File: src/rtl/pipeline_hazard_ctrl_pkg.sv
// Shared definitions for the pipeline hazard controller: FSM codes, branch encodings,
// control-bundle struct and the hazard-detection helpers.
package pipeline_hazard_ctrl_pkg;

  localparam int unsigned STATE_W         = 2;
  localparam int unsigned TMR_W           = 8;
  localparam int unsigned REG_W           = 5;
  localparam int unsigned BR_W            = 2;
  localparam int unsigned MEM_TIMEOUT_DEF = 16;
  localparam int unsigned CNT_W_DEF       = 16;

  typedef enum logic [STATE_W-1:0] {
    ST_RUN      = 2'd0,
    ST_MEM_WAIT = 2'd1,
    ST_ERR      = 2'd2
  } state_t;

  localparam logic [BR_W-1:0] BR_NONE = 2'b00;
  localparam logic [BR_W-1:0] BR_BEQ  = 2'b01;
  localparam logic [BR_W-1:0] BR_BNE  = 2'b10;
  localparam logic [BR_W-1:0] BR_JMP  = 2'b11;

  typedef struct packed {
    logic mem_req;
    logic pc_write;
    logic pc_src;
    logic ifid_write;
    logic ifid_flush;
    logic idex_flush;
    logic exmem_flush;
    logic pipe_hold;
  } ctrl_t;

  // Free-running pipeline: fetch and IF/ID advance, nothing squashed or held.
  localparam ctrl_t CTRL_IDLE = '{
    mem_req: 1'b0, pc_write: 1'b1, pc_src: 1'b0, ifid_write: 1'b1,
    ifid_flush: 1'b0, idex_flush: 1'b0, exmem_flush: 1'b0, pipe_hold: 1'b0
  };

  function automatic logic branch_taken(input logic [BR_W-1:0] br, input logic zero);
    logic taken;
    taken = 1'b0;
    unique case (br)
      BR_BEQ:  taken = zero;
      BR_BNE:  taken = !zero;
      BR_JMP:  taken = 1'b1;
      default: taken = 1'b0;
    endcase
    return taken;
  endfunction

  // $0 is hardwired, so a load into it never creates a dependency.
  function automatic logic load_use(input logic             mem_read,
                                    input logic [REG_W-1:0] ex_rt,
                                    input logic [REG_W-1:0] id_rs,
                                    input logic [REG_W-1:0] id_rt,
                                    input logic             uses_rt);
    return mem_read && (ex_rt != '0) && ((ex_rt == id_rs) || (uses_rt && (ex_rt == id_rt)));
  endfunction

endpackage

File: src/rtl/pipeline_hazard_ctrl_mem_wait_timer.sv
// Memory wait-state timer: load to 1, increment, clear, terminal-count flag.
module mem_wait_timer
  import pipeline_hazard_ctrl_pkg::*;
#(
  parameter int unsigned TIMEOUT = MEM_TIMEOUT_DEF
) (
  input  logic clk,
  input  logic rst_n,
  input  logic load,
  input  logic inc,
  input  logic clear,
  output logic tc
);

  logic [TMR_W-1:0] cnt;

  always_ff @(posedge clk or negedge rst_n) begin
    if (!rst_n) begin
      cnt <= '0;
    end else if (clear) begin
      cnt <= '0;
    end else if (load) begin
      cnt <= TMR_W'(1);
    end else if (inc) begin
      cnt <= cnt + TMR_W'(1);
    end
  end

  assign tc = (cnt == TMR_W'(TIMEOUT - 1));

endmodule

File: src/rtl/pipeline_hazard_ctrl.sv
// Stall/flush sequencer for the 5-stage pipeline: load-use stalls, MEM-resolved branch
// flushes, data-memory wait states with timeout, and a saturating stall counter.
module pipeline_hazard_ctrl
  import pipeline_hazard_ctrl_pkg::*;
#(
  parameter int unsigned MEM_TIMEOUT = MEM_TIMEOUT_DEF,
  parameter int unsigned CNT_W       = CNT_W_DEF
) (
  input  logic             clk,
  input  logic             rst_n,
  input  logic [REG_W-1:0] IFID_Rs,
  input  logic [REG_W-1:0] IFID_Rt,
  input  logic             IFID_UsesRt,
  input  logic             IDEX_MemRead,
  input  logic [REG_W-1:0] IDEX_Rt,
  input  logic [BR_W-1:0]  EXMEM_Branch,
  input  logic             EXMEM_Zero,
  input  logic             EXMEM_MemRW,
  input  logic             MemReady,
  output logic             MemReq,
  output logic             PCWrite,
  output logic             PCSrc,
  output logic             IFIDWrite,
  output logic             IFIDFlush,
  output logic             IDEXFlush,
  output logic             EXMEMFlush,
  output logic             PipeHold,
  output logic             BusErr,
  output logic [CNT_W-1:0] StallCount
);

  state_t     state, state_nxt;
  ctrl_t      ctrl, ctrl_out;
  logic       take, lu, resolve;
  logic       tmr_load, tmr_inc, tmr_clear, tmr_tc;
  logic       err_set;
  logic       bus_err;
  logic [CNT_W-1:0] stall_cnt;

  mem_wait_timer #(.TIMEOUT(MEM_TIMEOUT)) u_timer (
    .clk   (clk),
    .rst_n (rst_n),
    .load  (tmr_load),
    .inc   (tmr_inc),
    .clear (tmr_clear),
    .tc    (tmr_tc)
  );

  always_ff @(posedge clk or negedge rst_n) begin
    if (!rst_n) begin
      state     <= ST_RUN;
      bus_err   <= 1'b0;
      stall_cnt <= '0;
    end else begin
      state <= state_nxt;
      if (err_set) begin
        bus_err <= 1'b1;
      end
      if (!ctrl.pc_write && (stall_cnt != '1)) begin
        stall_cnt <= stall_cnt + CNT_W'(1);
      end
    end
  end

  // Next state and control decode; hold cases first, hazard resolution last.
  always_comb begin
    ctrl      = CTRL_IDLE;
    state_nxt = state;
    tmr_load  = 1'b0;
    tmr_inc   = 1'b0;
    tmr_clear = 1'b0;
    err_set   = 1'b0;
    resolve   = 1'b0;
    take      = branch_taken(EXMEM_Branch, EXMEM_Zero);
    lu        = load_use(IDEX_MemRead, IDEX_Rt, IFID_Rs, IFID_Rt, IFID_UsesRt);

    unique case (state)
      ST_RUN: begin
        ctrl.mem_req = EXMEM_MemRW;
        if (EXMEM_MemRW && !MemReady) begin
          ctrl.pipe_hold  = 1'b1;
          ctrl.pc_write   = 1'b0;
          ctrl.ifid_write = 1'b0;
          state_nxt       = ST_MEM_WAIT;
          tmr_load        = 1'b1;
        end else begin
          resolve = 1'b1;
        end
      end
      ST_MEM_WAIT: begin
        ctrl.mem_req = 1'b1;
        if (MemReady) begin
          resolve   = 1'b1;
          state_nxt = ST_RUN;
          tmr_clear = 1'b1;
        end else begin
          ctrl.pipe_hold  = 1'b1;
          ctrl.pc_write   = 1'b0;
          ctrl.ifid_write = 1'b0;
          if (tmr_tc) begin
            state_nxt = ST_ERR;
            err_set   = 1'b1;
          end else begin
            tmr_inc = 1'b1;
          end
        end
      end
      ST_ERR: begin
        ctrl.mem_req    = 1'b0;
        ctrl.pipe_hold  = 1'b1;
        ctrl.pc_write   = 1'b0;
        ctrl.ifid_write = 1'b0;
      end
      default: begin
        state_nxt = ST_RUN;
      end
    endcase

    // A taken branch squashes the ID instruction, so its load-use hazard is moot.
    if (resolve) begin
      if (take) begin
        ctrl.pc_src      = 1'b1;
        ctrl.pc_write    = 1'b1;
        ctrl.ifid_flush  = 1'b1;
        ctrl.idex_flush  = 1'b1;
        ctrl.exmem_flush = 1'b1;
      end else if (lu) begin
        ctrl.pc_write   = 1'b0;
        ctrl.ifid_write = 1'b0;
        ctrl.idex_flush = 1'b1;
      end
    end
  end

  // Outputs are forced to their reset values while rst_n is low.
  assign ctrl_out   = rst_n ? ctrl : CTRL_IDLE;
  assign MemReq     = ctrl_out.mem_req;
  assign PCWrite    = ctrl_out.pc_write;
  assign PCSrc      = ctrl_out.pc_src;
  assign IFIDWrite  = ctrl_out.ifid_write;
  assign IFIDFlush  = ctrl_out.ifid_flush;
  assign IDEXFlush  = ctrl_out.idex_flush;
  assign EXMEMFlush = ctrl_out.exmem_flush;
  assign PipeHold   = ctrl_out.pipe_hold;
  assign BusErr     = bus_err;
  assign StallCount = stall_cnt;

endmodule

File: config.mk
export PLATFORM = sky130hd
export DESIGN_NAME = pipeline_hazard_ctrl
export DESIGN_NICKNAME = d
export VERILOG_FILES = /design/src/rtl/pipeline_hazard_ctrl_pkg.sv /design/src/rtl/pipeline_hazard_ctrl_mem_wait_timer.sv /design/src/rtl/pipeline_hazard_ctrl.sv
export SDC_FILE = /design/constraint.sdc
export NUM_CORES = 1
export LEC_CHECK = 0
export CAP_MARGIN = 20
export CORE_ASPECT_RATIO = 1.5
export CORE_MARGIN = 1
export CORE_UTILIZATION = 42
export CTS_CLUSTER_DIAMETER = 120
export DETAILED_ROUTE_END_ITERATION = 10
export PLACE_DENSITY_LB_ADDON = 0.1
export REMOVE_ABC_BUFFERS = 1
export SYNTH_ARGS = -nofsm -noshare
export SYNTH_HDL_FRONTEND = slang
export SYNTH_SLANG_ARGS = --single-unit
File: constraint.sdc
create_clock -name clk -period 2.15 [get_ports clk]
set_input_delay 0.43 -clock clk [delete_from_list [all_inputs] [get_ports clk]]
set_output_delay 0.43 -clock clk [all_outputs]
set_load 0.01 [all_outputs]
==> out/metrics.cfg, run 1 <==
[yosys]
synth_top_family_by_area = simple AND/OR/NAND/NOR gates
ys_ff_latch = 27
synth_top_area_share_pct = 43.3
synth_ff_type = dfrtp_1
synth-compound-area-share_pct = 8.10
synthAdderAreaFrac_pct = 1.60
synthMostInstantiatedCell = dfrtp_1
synth-simple-area-share_pct = 25.1
synthTopCellsByCount = 27 x dfrtp_1, 15 x xnor2_1, 14 x nor2_1, 14 x xor2_1, 13 x nand4_1
yosysTopAreaCell = dfrtp_1
syn_area_per_cell_sq_um = 10.0
synthDistinctLibCells = 39
synthMuxAreaShare_pct = 2.33
syn_area_sq_um = 1560
async_flop_share_pct = 100
ys_warn_count = 0
synthCells = 156
synth_xor_area_share_pct = 16.3
synthTopCellsByArea = dfrtp_1 43%, xnor2_1 8.4%, xor2_1 7.9%, nand4_1 5.2%, nor2_1 3.4%
seq_area_frac_synth_pct = 43.3
synth_edf_count = 0

[worst_setup_path]
worstPathMaxFanout = 3
critPathRequiredTime_ps = 1720
critPathCaptureType = output port
worst_ep_arrival_time_ps = 1660
cp-start-kind = input pin
critPathKind = in -> out

[timing]
hold_viol_final = 0
slew_violations = 0
setup_viol = 0
rsz0062_at_grt = true
period_share_pct = 97.4
timing.fmax_mhz = 478
fin_worst_skew_ps = 4.67
tns_ps = 0
slew-limit-headroom_pct = 64.4
setup_ws_ps = 56.1
fin_crit_ps = 2090
worstMarginPinSlew_ps = 532

[detailed_routing]
ant_nets = 0
viasPerCell = 5.34
drt_first_pass_iters = 4
route.detailed.drc = 0
drtIter0Drc = 24
wl_per_cell_microns = 13.5
vias = 1468
drt-total-wl_microns = 3710

[clock_network]
insertion_delay_ps = 270
path_clk_slew_ps = 90
cts_sinks = 27
root_buffer = clkbuf_8
htree_num_levels = 1
holdBufCountCts = 0
cts_buffer_depth = 2
cts_tree = built
cts_inserted_buffers = 3

[power_and_ir_drop]
power_frac_clock_pct = 18.6
seqPwrFrac_pct = 40.9
p_sw_share_pct = 30.8
p_comb_share_pct = 40.5
leakagePower_nw = 1.07
p_int_mw = 1.07
vdd_drop_max_v = 0.000847
power_density_nw_per_um2 = 650
finalPower_mw = 1.54
power.switching_mw = 0.475

[cells_and_area]
multiInputGateArea_sq_um = 876
num-fill-cells = 297
drive_gt1_share_pct = 27.0
nNetsFinal = 260
area_growth_pct = 52.0
n_antenna_cell = 0
regArea_sq_um = 676

[placed_design]
place_ws_ps = -809
io_buffers = 48
place.gp.congestion = 0.782
dp_hpwl_microns = 2800

[die]
dieHeight_microns = 76.7
rows = 26
boundaryPins = 49
start_util_pct = 44.8
core_area_sq_um = 3480
die-area_sq_um = 3970
die_w_microns = 51.8

[status]
outcome = complete, no violations

[grt]
grt_max_degree = 28
grt_pass1_wl_microns = 6240
grt_overflow_total = 0
antenna_found_initial = 0
grt_pass1_vias = 1456
track_usage_pct = 19.8

[flow_run]
max-cap-violations = 0

[min_path]
hold_path.class = reg -> reg

worst max-delay path, stage by stage:
cell and delay, ps:
buf_6 100, xor2_1 150, nor4_1 260, a32oi_1 170, o31ai_2 290, nand3_1 110
buf_2 150
power groups by stage:
stage	combinational [mW]	sequential, mW	clock [mW]
after floorplan	0.176	0.690	0
after global placement	0.549	0.638	0
after detailed placement	0.564	0.642	0
after CTS	0.600	0.629	0.295
after global routing	0.680	0.639	0.314
final	0.624	0.630	0.286
layout by cell type (no fill, tap or decap), types with 3 or more instances in the layout:
cell type and n:
o21ai_0 5, buf_4 27, dlygate4sd2_1 15, buf_2 8, dfrtp_1 27, nand2_1 10, xnor2_1 15, nand3_1 7
nand4_1 13, clkbuf_8 3, xor2_1 13, nor2_1 14, clkdlybuf4s50_1 20, and3_1 6, a21oi_1 3, buf_6 4
nor3_1 4
layout make-up:
type,count,area share (%)
clock inverter,1,0.317
timing repair buffer,79,30.0
sequential,27,28.5
clock buffer,3,1.74
inverter,2,0.317
multi-input combinational,121,36.9
tap,42,2.22
cells by family after synthesis:
group / after synthesis
AND/OR/NAND/NOR: 69
buffers and inverters: 8
multiplexers: 3
XOR/XNOR: 29
flip-flops: 27
adder cells (fa/ha/maj): 2
AO/OA/AOI/OAI: 18
final timing paths:
kind / from / to / slack (ps) / cells after the start
max in group asynchronous: rst_n / StallCount[2] / 1190 / 2
worst min register to register: StallCount[10] / StallCount[10] / 490 / 1
worst max register to register: StallCount[0] / StallCount[14] / 90 / 9
worst max-delay path: IDEX_Rt[1] / IFIDWrite / 60 / 7
worst min-delay path: StallCount[10] / StallCount[10] / 490 / 1
min in group asynchronous: rst_n / state[0] / 700 / 2
repair_timing:
action,CTS,global route
setup endpoints to repair,24,11
pin swaps,18,15
gates resized for setup,62,16
gates cloned,1,0
setup buffers,4,2
per-stage QoR:
stage,instances,util [%],hold WS [ps],instance area [sq um]
after CTS,273,66.3,503,2310
after floorplan,150,-,134,1520
after detailed placement,264,64.4,478,2240
final,275,68.1,495,2370
after global placement,264,64.4,480,2240
after global routing,275,68.1,507,2370
layer usage:
| layer | vias up | part of all wire [%] | GRT usage, % |
|---|---|---|---|
| li1 | 715 | - | - |
| met1 | 724 | 41 | 24.7 |
| met2 | 27 | 54 | 35.2 |
| met3 | 2 | 3.6 | 2.98 |
| met4 | 0 | 0.46 | 4.05 |
| met5 | - | 0 | 0 |
state kept, by name, summed over array words and instances, names as in the netlist:
name         count
BusErr           1
state            2
StallCount      16
u_timer.cnt      8
(Power assumes the default switching activity.)
==> run 2, diff against run 1 <==
Settings changed: GPL_TIMING_DRIVEN set to 0, REMOVE_ABC_BUFFERS 1 to unset.
==> run 2 against run 1 <==
  * The run now ends with setup timing left
  * Maximum frequency down 3.5%
  * Register-to-register slack worse by 90 ps
  * Flip-flop and latch count did not move
  * Clock skew up 4.5 ps
  * Die area stayed put
  * Core utilization increased by 0.29 points
  * Worst setup slack got worse by 76 ps
  * Non-clock buffer count decreased by 10
  * Highest routed layer unchanged
==> out/metrics.cfg, run 2 (synthesis results as in run 1) <==
[timing]
slew-limit-headroom_pct = 63.2  ; -1.2 points
timing.fmax_mhz = 461  ; -3.5%
period_share_pct = 101  ; +3.5 points
setup_viol = 2  ; +2
slew_violations = 0  ; unchanged
hold_viol_final = 0  ; unchanged
worstMarginPinSlew_ps = 550  ; +18.2 ps
rsz0062_at_grt = true
fin_worst_skew_ps = 9.19  ; +4.52 ps
setup_ws_ps = -19.6  ; -75.8 ps
whs_ps = 144  ; -351 ps
fin_crit_ps = 2170  ; +75.8 ps

[die]
rows = 26  ; unchanged
die-area_sq_um = 3970  ; unchanged
start_util_pct = 44.8  ; unchanged
core_area_sq_um = 3480  ; unchanged
dieHeight_microns = 76.7  ; unchanged
die_w_microns = 51.8  ; unchanged
boundaryPins = 49  ; unchanged

[status]
violations = setup timing
outcome = finished, violations left

[clock_network]
cts_inserted_buffers = 3  ; unchanged
root_buffer = clkbuf_8
cts_sinks = 27  ; unchanged
htree_num_levels = 1  ; unchanged
cts_tree = built
cts_buffer_depth = 2  ; unchanged
path_clk_slew_ps = 90  ; about the same
insertion_delay_ps = 270  ; about the same
holdBufCountCts = 0  ; unchanged

[cells_and_area]
nNetsFinal = 250  ; -3.8%
regArea_sq_um = 676  ; unchanged
num-fill-cells = 289  ; -2.7%
area_growth_pct = 52.6
largest_reg_flops = 16  ; unchanged
final_common_cell = dfrtp_1
n_antenna_cell = 0  ; unchanged
multiInputGateArea_sq_um = 965  ; +10%
mostFrequentLayoutCells = 27 x dfrtp_1, 21 x clkdlybuf4s50_1, 14 x xnor2_1, 13 x nor2_1, 13 x nand4_1
drive_gt1_share_pct = 29.1  ; +2.1 points

[grt]
grt_max_degree = 22  ; -21%
grt_pass1_wl_microns = 6630  ; +6.3%
grt_overflow_total = 0  ; unchanged
track_usage_pct = 21.7  ; +1.9 points
antenna_found_initial = 0  ; unchanged
grt_pass1_vias = 1536  ; +5.5%

[min_path]
hold_path.class = in -> async

[worst_setup_path]
critPathRequiredTime_ps = 1720  ; about the same
cpPeakStageDelay_ps = 330  ; +40 ps
slowest_stage = nor4_2
worst_ep_arrival_time_ps = 1740  ; +80 ps
worstPathCellList = buf_8, xor2_2, nor4_2, a32oi_2, o31ai_4, nand3_1, buf_2
critPathKind = in -> out
worstPathMaxFanout = 3  ; unchanged
cp-start-kind = input pin
critPathCaptureType = output port

[detailed_routing]
vias = 1443  ; -1.7%
drt-total-wl_microns = 4080  ; +9.7%
wl_per_cell_microns = 15.4  ; +14%
ant_nets = 0  ; unchanged
route.detailed.drc = 0  ; unchanged
drtIter0Drc = 30  ; +25%
viasPerCell = 5.45  ; +2.0%
drt_first_pass_iters = 4  ; unchanged

[yosys]
synth_nets = 182

[placed_design]
place_ws_ps = -962  ; -153 ps
io_buffers = 48  ; unchanged
place.gp.congestion = 0.806  ; +3.1%
dp_hpwl_microns = 2950  ; +5.4%

[power_and_ir_drop]
vdd_drop_max_v = 0.000672  ; -21%
leakagePower_nw = 1.05  ; -2.3%
power_density_nw_per_um2 = 650  ; about the same

[flow_run]
max-cap-violations = 0  ; unchanged

-- run 2: routing by layer --
| layer | part of all wire (%) | global-route usage, % | wire [microns] | vias to the layer above |
|---|---|---|---|---|
| li1 | - | - | - | 691 |
| met1 | 39 | 23.7 | 1590 | 700 |
| met2 | 56 | 40.4 | 2270 | 46 |
| met3 | 3.7 | 3.77 | 150 | 6 |
| met4 | 1.6 | 7.03 | 66 | 0 |
| met5 | 0 | 0 | 0 | - |
-- run 2: stage by stage --
stage          total power [mW]  TNS [ps]  area (sq um)  util, %  std cells
2_1_floorplan             0.878         0          1560        -        156
3_3_place_gp               1.11    -14180          2090     60.1        246
3_5_place_dp               1.14    -12250          2120     60.9        247
4_1_cts                    1.45     -29.4          2250     64.7        261
5_1_grt                    1.64      -979          2380     68.4        265
6_report                   1.55     -31.5          2380     68.4        265
-- run 2: area by class of cell --
| type | count | share of cell area (%) |
|---|---|---|
| Timing Repair Buffer | 63 | 24.7 |
| Clock inverter | 1 | 0.315 |
| Inverter | 2 | 0.315 |
| Multi-Input combinational cell | 121 | 40.5 |
| Buffer | 6 | 1.84 |
| Sequential cell | 27 | 28.4 |
| Tap cell | 42 | 2.21 |
| Clock buffer | 3 | 1.73 |
-- run 2: critical path, delay by kind of cell --
kind / cells / cell delay, ps
and+or+nand+nor: 2 / 440
AOI/OAI and AO/OA: 2 / 430
buffers and inverters: 2 / 270
xor gates and xnor gates: 1 / 170
-- run 2: what timing repair did --
| item | CTS | global route |
|---|---|---|
| gates cloned | 1 | 0 |
| pin swaps | 24 | 19 |
| gates resized for setup | 80 | 22 |
| setup endpoints to repair | 26 | 20 |
| buffers inserted | 9 | 4 |
-- run 2: final timing paths --
| path | start | slack, ps | endpoint | cells after the start |
|---|---|---|---|---|
| worst max register to register | StallCount[1] | 0 | StallCount[15] | 8 |
| min in group clk | BusErr | 490 | BusErr | 1 |
| worst max-delay path | IDEX_Rt[1] | -20 | IFIDWrite | 7 |
| max in group asynchronous | rst_n | 1600 | StallCount[0] | 2 |
| worst min-delay path | rst_n | 140 | u_timer.cnt[0] | 1 |
| worst min register to register | BusErr | 490 | BusErr | 1 |
-- run 2: report_power, final --
part / switching, mW / total (mW) / internal [mW]
Clock: 0.161 / 0.292 / 0.131
Sequential: 0.0960 / 0.671 / 0.575
Combinational: 0.251 / 0.584 / 0.332
Total: 0.508 / 1.55 / 1.04
